**src/rtl/vec_mul_pipe.sv**
```systemverilog
// Handshaked SIMD multiplier: packed operands split into 8/16/32/64-bit lanes, MUL/MULH/MULHU/MULHSU.
// Datapath: sign-magnitude operands -> 8x8 partial-product array -> per-lane sum -> sign fix-up.
module vec_mul_pipe #(
    parameter int unsigned XLEN        = 32,
    parameter int unsigned PIPE_STAGES = 3
) (
    input  logic            clk,
    input  logic            rst,
    input  logic            in_valid,
    output logic            in_ready,
    input  logic [XLEN-1:0] operand_a,
    input  logic [XLEN-1:0] operand_b,
    input  logic [1:0]      opcode,
    input  logic [1:0]      precision,
    input  logic            flush,
    output logic            out_valid,
    input  logic            out_ready,
    output logic [XLEN-1:0] mul_out,
    output logic            illegal
);
    localparam int unsigned NB = XLEN / 8;

    typedef enum logic [1:0] {
        OpMul    = 2'b00,
        OpMulh   = 2'b01,
        OpMulhu  = 2'b10,
        OpMulhsu = 2'b11
    } op_e;

    logic stall, adv, in_fire;
    assign stall    = out_valid && !out_ready;
    assign adv      = !stall;
    assign in_ready = !stall && !flush;
    assign in_fire  = in_valid && in_ready;

    // ---------------- stage 1: sign-magnitude conversion ----------------
    logic sgn_a, sgn_b;
    assign sgn_a = (opcode == OpMulh) || (opcode == OpMulhsu);
    assign sgn_b = (opcode == OpMulh);

    logic [3:0][XLEN-1:0] cand_mag_a, cand_mag_b;
    logic [3:0][NB-1:0]   cand_neg;

    for (genvar p = 0; p < 4; p++) begin : g_prec_in
        localparam int unsigned LW = 8 << p;
        localparam int unsigned LB = LW / 8;
        if (LW <= XLEN) begin : g_en
            for (genvar l = 0; l < XLEN / LW; l++) begin : g_lane
                logic [LW-1:0] la, lb;
                logic          na, nb;
                assign la = operand_a[l*LW +: LW];
                assign lb = operand_b[l*LW +: LW];
                assign na = sgn_a && la[LW-1];
                assign nb = sgn_b && lb[LW-1];
                assign cand_mag_a[p][l*LW +: LW] = na ? -la : la;
                assign cand_mag_b[p][l*LW +: LW] = nb ? -lb : lb;
                // Result sign replicated over every byte of the lane.
                assign cand_neg[p][l*LB +: LB] = {LB{na ^ nb}};
            end
        end else begin : g_dis
            assign cand_mag_a[p] = '0;
            assign cand_mag_b[p] = '0;
            assign cand_neg[p]   = '0;
        end
    end

    logic            s1_valid;
    logic [XLEN-1:0] s1_mag_a, s1_mag_b;
    logic [NB-1:0]   s1_neg;
    logic [1:0]      s1_op, s1_prec;

    always_ff @(posedge clk or negedge rst) begin
        if (!rst) begin
            s1_valid <= 1'b0;
            s1_mag_a <= '0;
            s1_mag_b <= '0;
            s1_neg   <= '0;
            s1_op    <= '0;
            s1_prec  <= '0;
        end else begin
            if (flush)    s1_valid <= 1'b0;
            else if (adv) s1_valid <= in_fire;
            if (in_fire) begin
                s1_mag_a <= cand_mag_a[precision];
                s1_mag_b <= cand_mag_b[precision];
                s1_neg   <= cand_neg[precision];
                s1_op    <= opcode;
                s1_prec  <= precision;
            end
        end
    end

    // ---------------- 8x8 partial-product array ----------------
    logic [NB*NB-1:0][15:0] pp_c;
    always_comb begin
        pp_c = '0;
        for (int i = 0; i < NB; i++) begin
            for (int j = 0; j < NB; j++) begin
                pp_c[i*NB+j] = 16'(s1_mag_a[i*8 +: 8]) * 16'(s1_mag_b[j*8 +: 8]);
            end
        end
    end

    logic                   pp_valid;
    logic [NB*NB-1:0][15:0] pp_v;
    logic [NB-1:0]          pp_neg;
    logic [1:0]             pp_op, pp_prec;

    if (PIPE_STAGES >= 3) begin : g_pp_reg
        always_ff @(posedge clk or negedge rst) begin
            if (!rst) begin
                pp_valid <= 1'b0;
                pp_v     <= '0;
                pp_neg   <= '0;
                pp_op    <= '0;
                pp_prec  <= '0;
            end else begin
                if (flush)    pp_valid <= 1'b0;
                else if (adv) pp_valid <= s1_valid;
                if (adv && s1_valid) begin
                    pp_v    <= pp_c;
                    pp_neg  <= s1_neg;
                    pp_op   <= s1_op;
                    pp_prec <= s1_prec;
                end
            end
        end
    end else begin : g_pp_comb
        assign pp_valid = s1_valid;
        assign pp_v     = pp_c;
        assign pp_neg   = s1_neg;
        assign pp_op    = s1_op;
        assign pp_prec  = s1_prec;
    end

    // ---------------- per-lane magnitude products (lane l at [2*l*W +: 2W]) ----------------
    logic [3:0][2*XLEN-1:0] cand_prod;

    for (genvar p = 0; p < 4; p++) begin : g_prec_sum
        localparam int unsigned LW = 8 << p;
        localparam int unsigned LB = LW / 8;
        if (LW <= XLEN) begin : g_en
            for (genvar l = 0; l < XLEN / LW; l++) begin : g_lane
                logic [2*LW-1:0] acc;
                always_comb begin
                    acc = '0;
                    for (int i = 0; i < LB; i++) begin
                        for (int j = 0; j < LB; j++) begin
                            acc = acc + ((2*LW)'(pp_v[(l*LB+i)*NB + l*LB + j]) << (8*(i+j)));
                        end
                    end
                end
                assign cand_prod[p][2*l*LW +: 2*LW] = acc;
            end
        end else begin : g_dis
            assign cand_prod[p] = '0;
        end
    end

    logic              prod_valid;
    logic [2*XLEN-1:0] prod_v;
    logic [NB-1:0]     prod_neg;
    logic [1:0]        prod_op, prod_prec;

    if (PIPE_STAGES >= 4) begin : g_prod_reg
        always_ff @(posedge clk or negedge rst) begin
            if (!rst) begin
                prod_valid <= 1'b0;
                prod_v     <= '0;
                prod_neg   <= '0;
                prod_op    <= '0;
                prod_prec  <= '0;
            end else begin
                if (flush)    prod_valid <= 1'b0;
                else if (adv) prod_valid <= pp_valid;
                if (adv && pp_valid) begin
                    prod_v    <= cand_prod[pp_prec];
                    prod_neg  <= pp_neg;
                    prod_op   <= pp_op;
                    prod_prec <= pp_prec;
                end
            end
        end
    end else begin : g_prod_comb
        assign prod_valid = pp_valid;
        assign prod_v     = cand_prod[pp_prec];
        assign prod_neg   = pp_neg;
        assign prod_op    = pp_op;
        assign prod_prec  = pp_prec;
    end

    // ---------------- two's-complement correction and lane select ----------------
    logic [3:0][XLEN-1:0] cand_res;

    for (genvar p = 0; p < 4; p++) begin : g_prec_out
        localparam int unsigned LW = 8 << p;
        localparam int unsigned LB = LW / 8;
        if (LW <= XLEN) begin : g_en
            for (genvar l = 0; l < XLEN / LW; l++) begin : g_lane
                logic [2*LW-1:0] x, sx;
                assign x  = prod_v[2*l*LW +: 2*LW];
                assign sx = prod_neg[l*LB] ? -x : x;
                assign cand_res[p][l*LW +: LW] = (prod_op == OpMul) ? sx[LW-1:0] : sx[2*LW-1:LW];
            end
        end else begin : g_dis
            assign cand_res[p] = '0;
        end
    end

    logic            illegal_c;
    logic [XLEN-1:0] res_c;
    assign illegal_c = (XLEN == 32) && (prod_prec == 2'b11);
    assign res_c     = illegal_c ? '0 : cand_res[prod_prec];

    always_ff @(posedge clk or negedge rst) begin
        if (!rst) begin
            out_valid <= 1'b0;
            mul_out   <= '0;
            illegal   <= 1'b0;
        end else begin
            if (flush)    out_valid <= 1'b0;
            else if (adv) out_valid <= prod_valid;
            // Data only loads with a live result, so mul_out holds while out_valid is low.
            if (adv && prod_valid) begin
                mul_out <= res_c;
                illegal <= illegal_c;
            end
        end
    end

endmodule

```
**config.mk**
```make
export PLATFORM = sky130hd
export DESIGN_NAME = vec_mul_pipe
export DESIGN_NICKNAME = d
export VERILOG_FILES = /design/src/rtl/vec_mul_pipe.sv
export SDC_FILE = /design/constraint.sdc
export NUM_CORES = 2
export LEC_CHECK = 0
export CAP_MARGIN = 10
export CELL_PAD_IN_SITES_DETAIL_PLACEMENT = 0
export CELL_PAD_IN_SITES_GLOBAL_PLACEMENT = 1
export CORE_MARGIN = 3
export CORE_UTILIZATION = 40
export DETAILED_ROUTE_END_ITERATION = 8
export PLACE_DENSITY = 0.82
export SKIP_LAST_GASP = 1
export SLEW_MARGIN = 20
export SYNTH_ARGS = -nofsm -noshare
export SYNTH_HDL_FRONTEND = slang
export SYNTH_SLANG_ARGS = --single-unit
```
**constraint.sdc**
```tcl
create_clock -name clk -period 7.05 [get_ports clk]
set_input_delay 1.0575 -clock clk [delete_from_list [all_inputs] [get_ports clk]]
set_output_delay 1.0575 -clock clk [all_outputs]
set_load 0.05 [all_outputs]
```
# After elaboration in Yosys (flattened, before gate mapping)
# Index checks and enable logic that the tools add are counted.
word_totals:
  in_bits: 73
  register_bits: 372
  out_inout_bits: 35
  elab_cells: 160
op_classes:
  add_sub_neg: 42
  bitwise_logic: 4
  magnitude_cmp: 2
  n_reduce_logical: 18
  n_eq_ne: 4
  mux: 45
  multipliers: 16
ops:
  columns: ["op", "n"]
  rows:
  - ["$mux 32", 9]
  - ["$mul 8x8->16", 16]
  - ["$bmux 32 s2", 3]
  - ["$mux 16", 10]
  - ["$bmux 64 s2", 1]
  - ["$mux 64", 2]
  - ["$neg 16->16", 8]
  - ["$neg 32->32", 4]
  - ["$mux 8", 12]
  - ["$add 16x24->25", 3]
  - ["$add 26x32->32", 2]
  - ["$add 60x64->64", 1]
  - ["$neg 64->64", 1]
  - ["$neg 8->8", 8]
  - ["$add 59x56->60", 1]
  - ["$add 58x48->59", 1]
  - ["$add 57x40->58", 1]
  - ["$add 52x56->57", 1]
  - ["$add 25x24->26", 2]
  - ["$add 51x48->52", 1]
  - ["$add 50x40->51", 1]
  - ["$add 49x32->50", 1]
  - ["$add 44x48->49", 1]
  - ["$add 43x40->44", 1]
  - ["16 further kinds", 40]

# Depth between registers and ports, before layout
depth:
  depth_word: 23
  mapped_depth: 27

# Worst setup path before layout
# OpenSTA, ideal clock, no wires.
synth_timing:
  path_type: "register to register"
  from: "register pp_v[40] in the netlist's numbering"
  to: "register mul_out[18]"
  path_slack_ns: 0.499
  period_less_slack_ns: 6.551
  arrival_ns: 6.425
  n_path_buf: 2
  path_stages_with_launch: 25
  path_cell_list: "dfrtp_1 > inv_1 > fa_1 > inv_1 > fa_1 > fa_1 > fa_1 > ha_1 > buf_4 > nand4_2 > or3_1 > a2111o_1 > nand3_1 > xor2_1 > a21oi_1 > ha_1 > o2111ai_1 > nand4b_1 > or4_1 > clkbuf_1 > o41ai_2 > xnor2_1 > a21oi_1 > nor2_1 > a221o_1"
synth_between:
  elab_chain_len: 22
  word_cells_on_any_way: 28
  classes_between: "17 x add/sub; 11 x mux"
synth_rtl:
  columns: ["item", "line_no", "text"]
  rows:
  - ["from (decl)", "105", "logic [NB*NB-1:0][15:0] pp_v;"]
  - ["from (signal assigned)", "121", "pp_v <= pp_c;"]
  - ["$add 25x32->33 (*)", "149", "acc = acc + ((2*LW)'(pp_v[(l*LB+i)*NB + l*LB + j]) << (8*(i+j)));"]
  - ["$add 33x40->41 (*)", "149", null]
  - ["$add 41x24->42 (*)", "149", null]
  - ["$add 42x32->43 (*)", "149", null]
  - ["$add 43x40->44 (*)", "149", null]
  - ["$add 44x48->49 (*)", "149", null]
  - ["$add 49x32->50 (*)", "149", null]
  - ["$add 50x40->51 (*)", "149", null]
  - ["[... 6 more ...]", null, null]
  - ["$bmux 64 s2 (*)", "186", "assign prod_v = cand_prod[pp_prec];"]
  - ["$mux 64 (not written as such) (*)", "186", null]
  - ["$neg 64->64, or another cell as far along", "202", "assign sx = prod_neg[l*LB] ? -x : x;"]
  - ["$mux 64, or another cell as far along", "202", null]
  - ["$mux 32, or another cell as far along", "203", "assign cand_res[p][l*LW +: LW] = (prod_op == OpMul) ? sx[LW-1:0] : sx[2*LW-1:LW];"]
  - ["$bmux 32 s2 (*)", "213", "assign res_c = illegal_c ? '0 : cand_res[prod_prec];"]
  - ["$mux 32 (not written as such) (*)", "213", null]
  - ["$mux 32 (*)", "213", null]
  - ["to (signal assigned)", "225", "mul_out <= res_c;"]
  - ["to (decl)", "18", "output logic [XLEN-1:0] mul_out,"]
# Every way passes the cells marked *; elsewhere a longest branch is shown, timed or not. The select of a mux whose other input is x is not followed.
# A chain may end at the register's enable or synchronous reset.

# Final worst setup path
layout_timing:
  from: "register pp_v[167] in the netlist's numbering"
  to: "register mul_out[28]"
layout_between:
  elab_chain_len: 14
  word_cells_on_any_way: 23
  classes_between: "12 x add/sub; 11 x mux"
layout_rtl:
  columns: ["item", "line_no"]
  rows:
  - ["$add 51x48->52", "149"]
  - ["$add 52x56->57", "149"]
  - ["$add 57x40->58", "149"]
  - ["$add 58x48->59", "149"]
  - ["$add 59x56->60", "149"]
  - ["$add 60x64->64", "149"]
  - ["$bmux 64 s2 (*)", "186"]
  - ["$mux 64 (not written as such) (*)", "186"]
  - ["$neg 64->64, or another cell as far along", "202"]
  - ["$mux 64, or another cell as far along", "202"]
  - ["$mux 32, or another cell as far along", "203"]
  - ["$bmux 32 s2 (*)", "213"]
  - ["$mux 32 (not written as such) (*)", "213"]
  - ["$mux 32 (*)", "213"]
# Marks and branches as above.

==> results.cfg <==
[synthesis]
yosysUniqueCellTypes = 99
synth_area_um2 = 64500
synth-edff-count = 0
avgSynthCellArea_um2 = 8.28
yosys_most_used_dff = dfrtp_1
synth_seq_cells = 372
async_reset_ff_share_pct = 100
yosysWarnings = 0
syn_nets = 9341
synthCells = 7784
yosysSeqAreaShare_pct = 14.4

[clocking]
cts_sinks = 372
clk_latency_ns = 0.67
cts-htree-levels = 2
numCtsBuffers = 49
clock-root-buffer = clkbuf_16
clock_path_buffers = 3
cts_tree = done
clkTransAtPathRegs_ns = 0.06
cts_hold_buf = 0

[die]
die_x_um = 407
start_util_pct = 40.5
dieHeight_um = 407
die_area_um2 = 166000
top_level_ports = 108
rows = 146
core_area_um2 = 159000

[placed_design]
dpl_cell_area_um2 = 69100
dp_hpwl_mm = 173
dpl.cell_count = 9937
gp_congestion = 0.936
io_buffer_count = 107

[critical_path]
crit_required_ns = 7.57
crit_chain = fa_1 -> inv_1 -> fa_1 -> fa_1 -> fa_1 -> inv_1 -> ha_1 -> a21oi_2 -> o21ai_1 -> a222oi_1 -> buf_4 -> nand2_1 -> or2_1 -> a211oi_2 -> nand2_1 -> nor4_1 -> buf_4 -> nand2_1 -> buf_4 -> nor2_1 -> mux2_1 -> a221oi_1 -> a22oi_1
crit_top_cell = fa_1
crit_fanout = 7
cp_slowest_cell = fa_1
critPathCaptureType = register
arrival_ns = 7.37
crit_buf_inv = 5
start_kind = register
critPathKind = reg2reg
path_delay_family = adder cells
critPathMaxStageDelay_ns = 0.55

[layout]
areaGrowthSynthToFinish_pct = 10.3
nets = 9401
final_common_cell = inv_1
fillers = 15800
final_cell_mix = 1,191 x inv_1, 1,073 x nand2_1, 751 x fa_1
postLayoutCoreUtil_pct = 44.6
layout-drive-gt1-share_pct = 7.60
multi_input_area_um2 = 49200
finalInstanceArea_um2 = 71100
seqCellArea_um2 = 9330
instances_no_fill = 10000

[run_status]
outcome = complete, no violations

[timing]
slew_headroom_pct = 23.9
tightestPinTransition_ns = 1.14
grt_setup_unrepaired = true
clock.fmax_mhz = 146
skew_ns = 0.0376
hold_violations = 0
setup_viol = 0
finalCriticalPeriod_ns = 6.85
fin_crit_sh_pct = 97.1
slew_viol_final = 0

[global_routing]
grt_usage_pct = 25.7
grt_antenna_before_repair = 7
grt_pass1_wl_mm = 335
grt_overflow_total = 0
grt_max_degree = 145
grt_pass1_vias = 56400

[detailed_routing]
ant_nets = 0
vias_per_cell = 5.46
firstDrtPassIters = 6
dr_total_vias = 54800
remaining_drc_errors = 0
drt_iter0_drc = 4034
routed_wl_mm = 215
wl_per_cell_um = 21.4

[run]
cap_violations = 0

[min_path]
holdCritPathClass = in2async
[registers in the layout, indices dropped and copies added, names as in the netlist]
| register | count |
|---|---|
| pp_v | 256 |
| s1_prec | 2 |
| s1_op | 2 |
| pp_prec | 2 |
| pp_op | 2 |
| illegal | 1 |
| s1_mag_a | 32 |
| s1_valid | 1 |
| pp_valid | 1 |
| mul_out | 32 |
| s1_mag_b | 32 |
| pp_neg | 4 |
| out_valid | 1 |
| s1_neg | 4 |
[path summary, 6_finish.rpt]
path                              from           end  slack, ns  cells past startpoint
setup / recovery             pp_v[167]   mul_out[28]       0.20                     23
hold / removal                     rst       pp_v[7]       0.35                      1
setup reg to reg             pp_v[167]   mul_out[28]       0.20                     23
hold reg to reg            mul_out[11]   mul_out[11]       0.47                      2
max in group asynchronous          rst  s1_mag_a[23]       5.10                      2
min in group clk           mul_out[11]   mul_out[11]       0.47                      2
[cell usage after synthesis, types with 62 or more instances]
master	count	area (um^2)
inv_1	1191	4470
nand2_1	1075	4040
fa_1	751	15000
ha_1	733	9170
and2_1	587	3670
o21ai_0	495	2480
clkbuf_1	385	1450
dfrtp_1	372	9310
a21oi_1	350	1750
nor2_1	286	1070
xnor2_1	214	1870
xor2_1	102	893
nor3_1	94	470
o31ai_1	86	646
nand3_1	64	320
mux2_2	62	698
[cells by family (layout without fill, tap and decap cells)]
logic type	after synthesis	after routing	synth area share, %
AND/OR/NAND/NOR	2395	2395	17.9
buffers and inverters	1619	1719	9.53
AO/OA/AOI/OAI	1494	1494	14.5
adder cells (fa/ha/maj)	1484	1484	37.6
flip-flops	372	372	14.4
XOR/XNOR	316	316	4.29
multiplexers	104	104	1.78
other	0	3	0
[through the flow]
| step | worst slack (ns) | setup TNS [ns] | hold WS, ns |
|---|---|---|---|
| final | 0.201 | 0 | 0.353 |
| after global routing | -0.0496 | -0.107 | 0.402 |
| after CTS | 0.00171 | 0 | 0.397 |
| after detailed placement | -0.183 | -0.414 | 0.467 |
| after global placement | -0.164 | -0.359 | 0.464 |
| after floorplan | 0.499 | 0 | 0.446 |
[metal layers]
layer | up-vias | GRT usage [%] | wire length [um]
li1 | 25500 | - | -
met1 | 27300 | 35.9 | 97200
met2 | 1676 | 42.0 | 98100
met3 | 310 | 3.46 | 13600
met4 | 0 | 6.50 | 6120
met5 | - | 0 | 0
[worst register-to-register path, cell delays in order, from the launching register on]
cell,delay (ns)
dfrtp_1,0.51
fa_1,0.54
inv_1,0.05
fa_1,0.46
fa_1,0.55
fa_1,0.54
inv_1,0.05
ha_1,0.45
a21oi_2,0.25
o21ai_1,0.15
a222oi_1,0.50
buf_4,0.23
nand2_1,0.09
or2_1,0.29
a211oi_2,0.29
nand2_1,0.18
nor4_1,0.32
buf_4,0.19
nand2_1,0.06
buf_4,0.16
nor2_1,0.10
mux2_1,0.33
a221oi_1,0.29
a22oi_1,0.14
[layout make-up]
| type | count | area share (%) |
|---|---|---|
| multi-input cells | 5793 | 69.3 |
| diodes | 3 | 0.0106 |
| flip-flops and latches | 372 | 13.1 |
| repair buffers | 436 | 5.08 |
| clock inverters | 26 | 0.526 |
| inverters | 1192 | 6.29 |
| well taps | 2146 | 3.78 |
| clock buffers | 65 | 1.94 |
[what timing repair did]
| item | CTS | global route |
|---|---|---|
| setup buffers | 0 | 2 |
| gates resized for setup | 4 | 43 |
| pin swaps | 1 | 6 |
| hold endpoints to repair | 0 | 0 |
| endpoints found under the setup margin | 4 | 30 |
Power is left out: the tool's default activity adds up to more than one toggle a clock period on the data nets, which glitch-free logic cannot reach.
